--- src/rtl/keypad_scan_encoder.sv ---
// 4x4 keypad column scanner with debounce and key encoding for the calculator entry path.
// Define AUTO_REPEAT_EN to re-pulse key_valid while keys with codes 1-14 are held.
module keypad_scan_encoder #(
  parameter int unsigned SCAN_DIV      = 50000,
  parameter int unsigned DEBOUNCE_CNT  = 4,
  parameter int unsigned REPEAT_DELAY  = 100,
  parameter int unsigned REPEAT_PERIOD = 25
) (
  input  logic       clk,
  input  logic       reset_n,
  input  logic [3:0] row_n,
  output logic [3:0] col_n,
  output logic [4:0] key_value,
  output logic       key_valid,
  output logic       key_held
);

  localparam int unsigned DIV_W = $clog2(SCAN_DIV);
  localparam int unsigned CNT_W = $clog2(DEBOUNCE_CNT + 1);

  typedef enum logic [1:0] {SCAN, DEBOUNCE, PRESSED, RELEASE} state_t;

  state_t           state;
  logic [3:0]       row_s1, row_s2;
  logic [DIV_W-1:0] div;
  logic [1:0]       col, row;
  logic [CNT_W-1:0] cnt, cnt_inc;
  logic             tick, hit, all_high;
  logic [1:0]       hit_row;

`ifdef AUTO_REPEAT_EN
  localparam int unsigned RPT_W = $clog2(REPEAT_DELAY + 1);
  logic [RPT_W-1:0] rpt, rpt_inc;
  assign rpt_inc = rpt + RPT_W'(1);
`endif

  function automatic logic [4:0] key_code(input logic [1:0] r, input logic [1:0] c);
    logic [4:0] code;
    case ({r, c})
      4'h0: code = 5'd1;   4'h1: code = 5'd2;   4'h2: code = 5'd3;   4'h3: code = 5'd11;
      4'h4: code = 5'd4;   4'h5: code = 5'd5;   4'h6: code = 5'd6;   4'h7: code = 5'd12;
      4'h8: code = 5'd7;   4'h9: code = 5'd8;   4'hA: code = 5'd9;   4'hB: code = 5'd13;
      4'hC: code = 5'd16;  4'hD: code = 5'd10;  4'hE: code = 5'd15;  default: code = 5'd14;
    endcase
    return code;
  endfunction

  // A hit needs exactly one row low; ghosted multi-row patterns count as no key.
  always_comb begin
    hit     = 1'b0;
    hit_row = '0;
    case (row_s2)
      4'b1110: begin hit = 1'b1; hit_row = 2'd0; end
      4'b1101: begin hit = 1'b1; hit_row = 2'd1; end
      4'b1011: begin hit = 1'b1; hit_row = 2'd2; end
      4'b0111: begin hit = 1'b1; hit_row = 2'd3; end
      default: ;
    endcase
  end

  assign all_high = &row_s2;
  assign tick     = (div == DIV_W'(SCAN_DIV - 1));
  assign cnt_inc  = cnt + CNT_W'(1);

  always_ff @(posedge clk) begin
    if (!reset_n) begin
      state     <= SCAN;
      row_s1    <= '1;
      row_s2    <= '1;
      div       <= '0;
      col       <= '0;
      col_n     <= 4'b1110;
      row       <= '0;
      cnt       <= '0;
      key_value <= '0;
      key_valid <= 1'b0;
      key_held  <= 1'b0;
`ifdef AUTO_REPEAT_EN
      rpt       <= '0;
`endif
    end else begin
      row_s1    <= row_n;
      row_s2    <= row_s1;
      key_valid <= 1'b0;
      div       <= tick ? '0 : div + DIV_W'(1);
      if (tick) begin
        case (state)
          SCAN: begin
            if (hit) begin
              row   <= hit_row;
              cnt   <= CNT_W'(1);
              state <= DEBOUNCE;
            end else begin
              col   <= col + 2'd1;
              col_n <= {col_n[2:0], col_n[3]};
            end
          end
          DEBOUNCE: begin
            if (hit && hit_row == row) begin
              cnt <= cnt_inc;
              if (cnt_inc == CNT_W'(DEBOUNCE_CNT)) begin
                state     <= PRESSED;
                cnt       <= '0;
                key_value <= key_code(row, col);
                key_held  <= 1'b1;
                key_valid <= 1'b1;
`ifdef AUTO_REPEAT_EN
                rpt       <= '0;
`endif
              end
            end else begin
              state <= SCAN;
              cnt   <= '0;
              col   <= col + 2'd1;
              col_n <= {col_n[2:0], col_n[3]};
            end
          end
          PRESSED: begin
            if (all_high) begin
              state <= RELEASE;
              cnt   <= CNT_W'(1);
`ifdef AUTO_REPEAT_EN
              rpt   <= '0;
`endif
            end
`ifdef AUTO_REPEAT_EN
            // Reloading DELAY-PERIOD makes every later repeat land PERIOD ticks apart.
            else if (key_value <= 5'd14) begin
              if (rpt_inc == RPT_W'(REPEAT_DELAY)) begin
                key_valid <= 1'b1;
                rpt       <= RPT_W'(REPEAT_DELAY - REPEAT_PERIOD);
              end else begin
                rpt <= rpt_inc;
              end
            end
`endif
          end
          RELEASE: begin
            if (all_high) begin
              cnt <= cnt_inc;
              if (cnt_inc == CNT_W'(DEBOUNCE_CNT)) begin
                state     <= SCAN;
                cnt       <= '0;
                key_value <= '0;
                key_held  <= 1'b0;
                col       <= col + 2'd1;
                col_n     <= {col_n[2:0], col_n[3]};
              end
            end else if (!row_s2[row]) begin
              state <= PRESSED;
            end
          end
          default: state <= SCAN;
        endcase
      end
    end
  end

endmodule

--- config.mk ---
export PLATFORM = sky130hd
export DESIGN_NAME = keypad_scan_encoder
export DESIGN_NICKNAME = d
export VERILOG_FILES = /design/src/rtl/keypad_scan_encoder.sv
export SDC_FILE = /design/constraint.sdc
export NUM_CORES = 1
export LEC_CHECK = 0
export ABC_CLOCK_PERIOD_IN_PS = 4500
export BUFFER_PORTS_ARGS = -buffer_cell sky130_fd_sc_hd__buf_2
export CORE_ASPECT_RATIO = 1.75
export CORE_UTILIZATION = 60
export DETAILED_ROUTE_END_ITERATION = 7
export PLACE_DENSITY = 0.86
export SLEW_MARGIN = 20
export SYNTH_ARGS = -nofsm -noshare
export SYNTH_HDL_FRONTEND = slang
export SYNTH_SLANG_ARGS = --single-unit
--- constraint.sdc ---
create_clock -name clk -period 4.5 [get_ports clk]
set_input_delay 0.45 -clock clk [delete_from_list [all_inputs] [get_ports clk]]
set_output_delay 0.45 -clock clk [all_outputs]
set_load 0.02 [all_outputs]
[Yosys cells after proc, flatten, opt, wreduce, memory -nomap -nowiden]
Memory sizes are Yosys's and may differ from the RTL's.
Cells that the tools add are included.
Storage, ports and cells
  input port bits: 6
  output and inout bits: 11
  flip-flop bits (word level): 44
  memories: 1
  bits in read-only memories: 80
  word-level logic and storage cells: 90
Operators by class
  multiplexer cells: 39
  equality and inequality tests: 21
  order comparisons: 1
  reductions and logical operators: 13
  add/sub/neg operators: 3
  bitwise operators: 1
Memory list
  (no name shown): words 16, width 5, rd ports 1, clocked after memory_dff 0, wr ports 0, line 39  | case ({r, c})
Operator list (count)
  two-way mux 2 bit: 11
  two-way mux 5 bit: 4
  AND reduction 6 bit: 3
  adder 16 x 1 -> 16 bit (second input constant): 1
  equality test 16 bit (second input constant): 1
  two-way mux 4 bit: 4
  inequality test 2 bit (second input constant): 8
  two-way mux 3 bit: 5
  equality test 4 bit (second input constant): 3
  one-hot mux 2 bit (3 select lines): 2
  one-hot mux 3 bit (4 select lines): 1
  one-hot mux 4 bit (3 select lines): 1
  AND reduction 4 bit: 3
  one-hot mux 5 bit (2 select lines): 1
  inequality test 3 bit (second input constant): 3
  one-hot mux 2 bit (4 select lines): 1
  two-way mux 1 bit: 7
  equality test 2 bit (second input constant): 2
  equality test 4 x 3 -> 1 bit (second input constant): 1
  OR reduction 4 bit: 1
  adder 3 x 1 -> 3 bit (second input constant): 1
  equality test 3 bit (second input constant): 1
  less-than comparator 2 x 3 -> 1 bit (second input constant): 1
  AND reduction 3 bit: 1
  11 further kinds: 11

[Logic depth before layout (Yosys ltp)]
Gate-level depths: netlist of the first run.
  depth after elaboration: 6
  mapped depth: 7
  depth with buffers taken out: 6

[Least setup slack after synthesis of the first run]
OpenSTA, ideal clock, no wires.
  kind: flip-flop to flip-flop
  start: reg div[4]
  end: reg key_held
  buffers on the path: 1
  path slack: 2.482 ns
  stages on the path, launching flop included: 7
  required time: 4.428 ns
  arrival time: 1.946 ns
  period minus slack after synthesis: 2.018 ns
  setup time: 0.072 ns
  path through: dfxtp_1 or4_4 nor4_4 and2_2 and4b_1 buf_6 mux2i_1
Between the ends
  word-level cells in the longest chain between the ends: 2
RTL lines
  start, declared: line 25  | logic [DIV_W-1:0] div;
  start signal, assigned: line 85  | div <= tick ? '0 : div + DIV_W'(1);
  equality test 16 bit: line 62  | assign tick = (div == DIV_W'(SCAN_DIV - 1));
  AND reduction 6 bit (no source line)
  end signal, assigned: line 77  | key_held <= 1'b0;
  end signal, assigned: line 105  | key_held <= 1'b1;
  end signal, assigned: line 145  | key_held <= 1'b0;
  end, declared: line 15  | output logic key_held
No other way between the ends.
A chain may end at the register's enable or synchronous reset.

[Worst setup path after layout of the first run]
Same ends and word-level chain as after synthesis.

==> flow_summary.json, run 1 <==
{
  "status": "complete, no violations",
  "ant_nets": 0,
  "core-area_um2": 3430,
  "synth_area_um2": 2210,
  "fin_crit_sh_pct": 50.3,
  "clock_latency_ps": 300,
  "gr-total-overflow": 0,
  "yosysWarnings": 0,
  "fin_cells": 295,
  "p_leak_nw": 0.938,
  "routed_via_density": 5.72,
  "drtIter0Drc": 41,
  "fp.dieH_um": 82.2,
  "nNetsFinal": 265,
  "synthTopCellsByArea": "dfxtp_1 (40%), ha_1 (5.7%), nand2_1 (4.3%)",
  "drc": 0,
  "rows": 28,
  "critPathKind": "reg -> reg",
  "cts_resized": 0,
  "vias": 1686,
  "grt_use_met1_pct": 24.8,
  "p_per_area_nw_per_um2": 310,
  "yosys_register_bits": 44,
  "ys.flop_type": "dfxtp_1",
  "cts_buffer_depth": 2,
  "synth_top_area_share_pct": 39.9,
  "syn_to_final_growth_pct": 6.46,
  "setup_violations": 0,
  "layout-drive-gt1-share_pct": 14.0,
  "crit_path_max_fanout": 7,
  "rsz0062_at_grt": "false",
  "yosysUniqueCellTypes": 45,
  "cts_root_buffer": "clkbuf_8",
  "seq_area_um2": 881,
  "synthMostInstantiatedCell": "dfxtp_1",
  "die_x_um": 47.8,
  "min_period_ps": 2260,
  "dp.cells": 287,
  "crit_chain": "or4_4, nor4_4, and2_2, and4b_1, mux2i_1",
  "ios": 17,
  "hold_violations": 0,
  "fillerInstances": 315,
  "multi_input_area_um2": 1180,
  "synth_nets": 257,
  "critPathLaunchType": "flip-flop",
  "gp_congestion": 0.835,
  "grt_max_degree": 36,
  "tightest_slew_ps": 632,
  "worstPathArrival_ps": 2500,
  "timing.max_cap.violations": 0,
  "ys_seq_area_share_pct": 39.9,
  "grtUsageMet2_pct": 44.1,
  "slowest_stage": "or4_4",
  "grt_pass1_vias": 1561,
  "ir_drop_uv": 277,
  "finClkSkew_ps": 12.2,
  "clkSinkCount": 44,
  "initial_utilization_pct": 64.3,
  "grt_pass1_wl_um": 6760,
  "final_max_slew_viol_count": 0,
  "synth_edf_count": 0,
  "relSlewSlack_pct": 57.3,
  "critPathCaptureType": "flip-flop",
  "firstDrtPassIters": 4,
  "hpwl_um": 2880,
  "wl_per_cell_um": 14.5,
  "hold_buffers": 0,
  "syn_area_per_cell_um2": 9.16,
  "cts_tree": "done",
  "final.setup.tns_ps": 0,
  "synthCells": 241,
  "required_ps": 4740,
  "htreeDepth": 2,
  "cpPeakStageDelay_ps": 560,
  "wirelength_um": 4280,
  "synth_top_cells_by_count": "dfxtp_1 (44), nand2_1 (25), nor2_1 (22), nand2b_1 (11)",
  "top_usage_layer": "met2",
  "async_reset_ff_share_pct": 0,
  "fp.dieArea_um2": 3930,
  "use_met3_pct": 4.57,
  "antenna_cells": 0,
  "port-buffer-count": 16,
  "max_freq_mhz": 442,
  "clk_pin_slew_worst_paths_ps": 90,
  "grt_util_all_layers_pct": 24.5,
  "cts_setup_buffers": 0,
  "numCtsBuffers": 5,
  "antenna_found_initial": 0,
  "hold_path_class": "in -> reg",
  "synth_top_area_cell": "dfxtp_1"
}
cell type report:
type	count	area share [%]
multi-input combinational	172	50.4
sequential	44	37.5
timing repair buffer	16	3.41
clock buffer	5	2.93
tap	45	2.40
clock inverter	3	1.81
inverter	10	1.60
where the power goes:
group	switching (mW)	internal [mW]
sequential	0.00605	0.395
combinational	0.0162	0.0120
clock	0.136	0.164
total	0.158	0.571
state kept, by name (all words and copies together) (netlist names), 3 cells and up:
register and flops:
row_s2 4, key_value 5, row_s1 4, div 16, cnt 3, col_n 4
cells in the final DEF, fill, tap and decap left out, drive strengths merged, types with 8 or more instances in the layout:
master | netlist | routed
buf | 6 | 16
dfxtp | 44 | 44
ha | 10 | 10
inv | 10 | 10
mux2i | 9 | 9
nand2 | 25 | 25
nand2b | 11 | 11
nand3 | 11 | 11
nor2 | 22 | 22
xnor2 | 9 | 9
xor2 | 8 | 8
worst paths after layout:
kind                            startpoint         to  slack (ps)  cells past startpoint
worst min-delay path              row_n[0]  row_s1[0]         330                      2
worst min register to register   row_s1[1]  row_s2[1]         420                      1
worst max-delay path                div[4]   key_held        2240                      5
worst max register to register      div[4]   key_held        2240                      5
layer usage:
layer  part of all wire (%)  wire [um]
met5                      0          0
met4                    3.0        127
met3                    2.9        126
met2                     56       2400
met1                     38       1620
critical path, delay by kind of cell, from the launching register on:
family | cells | cell delay [ps]
mux | 1 | 220
simple gates | 4 | 1630
flops | 1 | 370
cells by family after synthesis:
logic type | count (synthesis) | synth area share (%)
AOI/OAI and AO/OA | 30 | 9.81
xor gates and xnor gates | 17 | 6.75
adders and majority gates | 10 | 5.67
buffers and inverters | 25 | 6.46
DFF | 44 | 39.9
muxes | 11 | 5.61
and+or+nand+nor | 104 | 25.8
metrics by stage:
stage / utilization [%] / area (um2) / power, mW / hold slack, ps / worst slack, ps
finish: 68.4 / 2350 / 0.729 / 332 / 2240
global route: 68.4 / 2350 / 0.752 / 340 / 2090
CTS: 68.4 / 2350 / 0.733 / 330 / 2230
detailed placement: 65.2 / 2240 / 0.438 / 407 / 2260
global placement: 65.2 / 2240 / 0.436 / 387 / 2330
floorplan: - / 2210 / 0.432 / 386 / 2480
Note: power is estimated with default switching activity, not from simulation.
==> run 2: changes to the inputs <==
--- a/config.mk
+++ b/config.mk
@@ -5,12 +5,13 @@
 export SDC_FILE = /design/constraint.sdc
 export NUM_CORES = 1
 export LEC_CHECK = 0
-export ABC_CLOCK_PERIOD_IN_PS = 4500
+export ABC_AREA = 1
+export ABC_CLOCK_PERIOD_IN_PS = 1850
 export BUFFER_PORTS_ARGS = -buffer_cell sky130_fd_sc_hd__buf_2
 export CORE_ASPECT_RATIO = 1.75
-export CORE_UTILIZATION = 60
+export CORE_UTILIZATION = 54
 export DETAILED_ROUTE_END_ITERATION = 7
-export PLACE_DENSITY = 0.86
+export PLACE_DENSITY = 0.81
 export SLEW_MARGIN = 20
 export SYNTH_ARGS = -nofsm -noshare
 export SYNTH_HDL_FRONTEND = slang
==> constraint.sdc (replaced) <==
create_clock -name clk -period 1.85 [get_ports clk]
set_input_delay 0.185 -clock clk [delete_from_list [all_inputs] [get_ports clk]]
set_output_delay 0.185 -clock clk [all_outputs]
set_load 0.02 [all_outputs]
==> run 2 against run 1 <==
Compared with the run above:
- hold slack got worse by 270 ps
- power increased to 2.5 times the previous value
- largest cell class unchanged
- critical endpoint is now key_value[2]
- count of clock-buffer cells in the layout increased by 1
==> flow_summary.json, run 2 <==
{
  "wl_per_cell_um": 12.0,
  "combPwrFrac_pct": 5.3,
  "tightest_slew_ps": 511,
  "multi_input_area_um2": 1280,
  "yosys_register_bits": 44,
  "synthMuxAreaShare_pct": 0,
  "grt_pass1_vias": 1935,
  "grt_pass1_wl_um": 7880,
  "worstHoldStart": "row_n[1]",
  "async_reset_ff_share_pct": 0,
  "layout-drive-gt1-share_pct": 23.7,
  "setup_violations": 0,
  "timing.max_cap.violations": 0,
  "synthMostInstantiatedCell": "nand2_1",
  "dr.max_layer_used": "met4",
  "ys_seq_area_share_pct": 37.5,
  "whs_path_depth": 2,
  "relSlewSlack_pct": 65.9,
  "drc": 0,
  "numCtsBuffers": 5,
  "ios": 17,
  "hold_violations": 0,
  "wirelength_um": 4650,
  "rows": 31,
  "layout_common_cells": "nand2_1 (61), dfxtp_1 (43), inv_1 (37)",
  "hold_path_class": "in -> reg",
  "max_freq_mhz": 598,
  "fp.dieH_um": 89.2,
  "finClkSkew_ps": 10.0,
  "firstDrtPassIters": 4,
  "fp.dieArea_um2": 4620,
  "critPathCaptureType": "flip-flop",
  "synth_area_um2": 2350,
  "hpwl_um": 3500,
  "met1_length_um": 1880,
  "final_max_slew_viol_count": 0,
  "seq_power_share_pct": 52.3,
  "largest_register_ffs": 16,
  "syn_area_per_cell_um2": 7.42,
  "synth_top_cells_by_count": "nand2_1 (61), dfxtp_1 (44), inv_1 (37), nor2_1 (25), a21oi_1 (21)",
  "r2r_setup_slack_ps": 180,
  "seq_area_um2": 882,
  "yosys.area_share.xor_xnor_pct": 1.87,
  "clk_pin_slew_worst_paths_ps": 90,
  "synth_top_area_cell": "dfxtp_1",
  "r2r-start": "div[0]",
  "reg2reg_depth": 10,
  "ant_nets": 0,
  "clock_latency_ps": 300,
  "antenna_found_initial": 0,
  "p_switching_mw": 0.415,
  "initial_utilization_pct": 56.5,
  "worstPathArrival_ps": 1840,
  "dpl_cell_area_um2": 2470,
  "cts_root_buffer": "clkbuf_8",
  "synthCells": 316,
  "ys.flop_type": "dfxtp_1",
  "grt_util_all_layers_pct": 22.6,
  "syn_to_final_growth_pct": 11.4,
  "synth-simple-area-share_pct": 38.0,
  "vias": 2009,
  "htreeDepth": 2,
  "clockPowerShare_pct": 42.4,
  "clkSinkCount": 44,
  "power.internal_mw": 1.44,
  "status": "complete, no violations",
  "synth_nets": 332,
  "yosysUniqueCellTypes": 34,
  "cts_tree": "done",
  "route.met2.wl_um": 2580,
  "p_sw_share_pct": 22.4,
  "rsz0062_at_grt": "false",
  "core-area_um2": 4150,
  "synth_top_area_share_pct": 37.5,
  "nNetsFinal": 352,
  "yosysWarnings": 0,
  "final.setup.tns_ps": 0,
  "synthTopCellsByArea": "dfxtp_1 (38%), nand2_1 (9.8%), inv_1 (5.9%)",
  "worstHoldEndpoint": "row_s1[1]",
  "min_period_ps": 1670,
  "p_leak_nw": 1.12,
  "antenna_cells": 0,
  "critPathKind": "reg -> reg",
  "postLayoutCellArea_um2": 2610,
  "drtIter0Drc": 26,
  "synth_compound_area_share_pct": 8.59,
  "wl_met3_um": 101,
  "p_per_area_nw_per_um2": 708,
  "required_ps": 2020,
  "routed_via_density": 5.20,
  "synth_top_family_by_area": "simple AND/OR/NAND/NOR gates",
  "synth_fa_ha_area_share_pct": 5.33,
  "ir_drop_uv": 556,
  "grt_max_degree": 19,
  "final_common_cell": "nand2_1",
  "synth_edf_count": 0,
  "gr-total-overflow": 0,
  "die_x_um": 51.8,
  "fillerInstances": 374,
  "cts_buffer_depth": 2,
  "gp_congestion": 0.921,
  "critPathLaunchType": "flip-flop",
  "reg.largest.list": "div: 16 flops, key_value: 5 flops",
  "port-buffer-count": 16,
  "hold-worst-slack_ps": 62.9,
  "crit_path_max_fanout": 7,
  "largest_register": "div",
  "rr_endpoint": "key_value[2]",
  "fin_crit_sh_pct": 90.4
}
run 2: cell count changes after synthesis, moves of 9 or more:
cell / delta
nand2b_1: -11
inv_1: +27
inv_2: +9
a21oi_1: +19
mux2i_1: -9
nand2_1: +36
or2_2: +9
nand2_2: +9
nand3_1: +9
run 2: final cells by class:
| class | count | share of cell area [%] |
|---|---|---|
| Tap cell | 49 | 2.35 |
| Timing Repair Buffer | 18 | 3.64 |
| Inverter | 47 | 6.75 |
| Clock buffer | 6 | 3.16 |
| Multi-Input combinational cell | 220 | 48.9 |
| Sequential cell | 44 | 33.7 |
| Clock inverter | 2 | 1.48 |
run 2: how the worst max path moves through the flow:
stage                       from           end  depth (start not counted)
after floorplan           div[0]  key_value[0]                         10
after global placement    row[0]      state[1]                          9
after detailed placement  div[0]  key_value[2]                         10
after CTS                 div[0]  key_value[2]                         10
after global routing      div[1]  key_value[2]                          9
final                     div[0]  key_value[2]                         10
run 2: timing repair:
action / CTS / global route
setup endpoints to repair: 0 / 6
setup buffers: 0 / 0
gates resized for setup: 0 / 5
hold buffers: 0 / 0
run 2: through the flow:
stage	power (mW)	instances	util [%]	setup slack, ps
after detailed placement	1.09	378	59.6	168
final	1.85	386	63.0	178
after floorplan	1.07	316	-	346
after global routing	1.91	386	63.0	1.82
after global placement	1.08	378	59.6	234
after CTS	1.86	386	62.6	148
run 2: power groups by stage:
stage | clock [mW] | sequential, mW | combinational [mW]
after floorplan | 0 | 0.989 | 0.0769
after global placement | 0 | 0.990 | 0.0930
after detailed placement | 0 | 0.991 | 0.0959
after CTS | 0.790 | 0.968 | 0.0971
after global routing | 0.826 | 0.971 | 0.111
final | 0.785 | 0.969 | 0.0983
run 2: logic make-up after synthesis:
family / Yosys count
and+or+nand+nor: 166
buffers and inverters: 52
DFF: 44
AOI/OAI and AO/OA: 39
adders and majority gates: 10
xor gates and xnor gates: 5
run 2: layer usage:
| layer | global-route usage (%) | vias to the layer above |
|---|---|---|
| li1 | - | 1044 |
| met1 | 22.1 | 939 |
| met2 | 43.9 | 21 |
| met3 | 4.08 | 5 |
| met4 | 10.1 | 0 |
| met5 | 0 | - |
run 2: worst max-delay path, cell delays in order (launching register included):
cell	delay, ps
dfxtp_2	340
ha_2	190
nand3_2	120
nor2_4	120
inv_1	80
nor2_4	160
nand2_4	80
nor2_4	200
nand2_4	90
nand2_1	80
a21oi_2	60
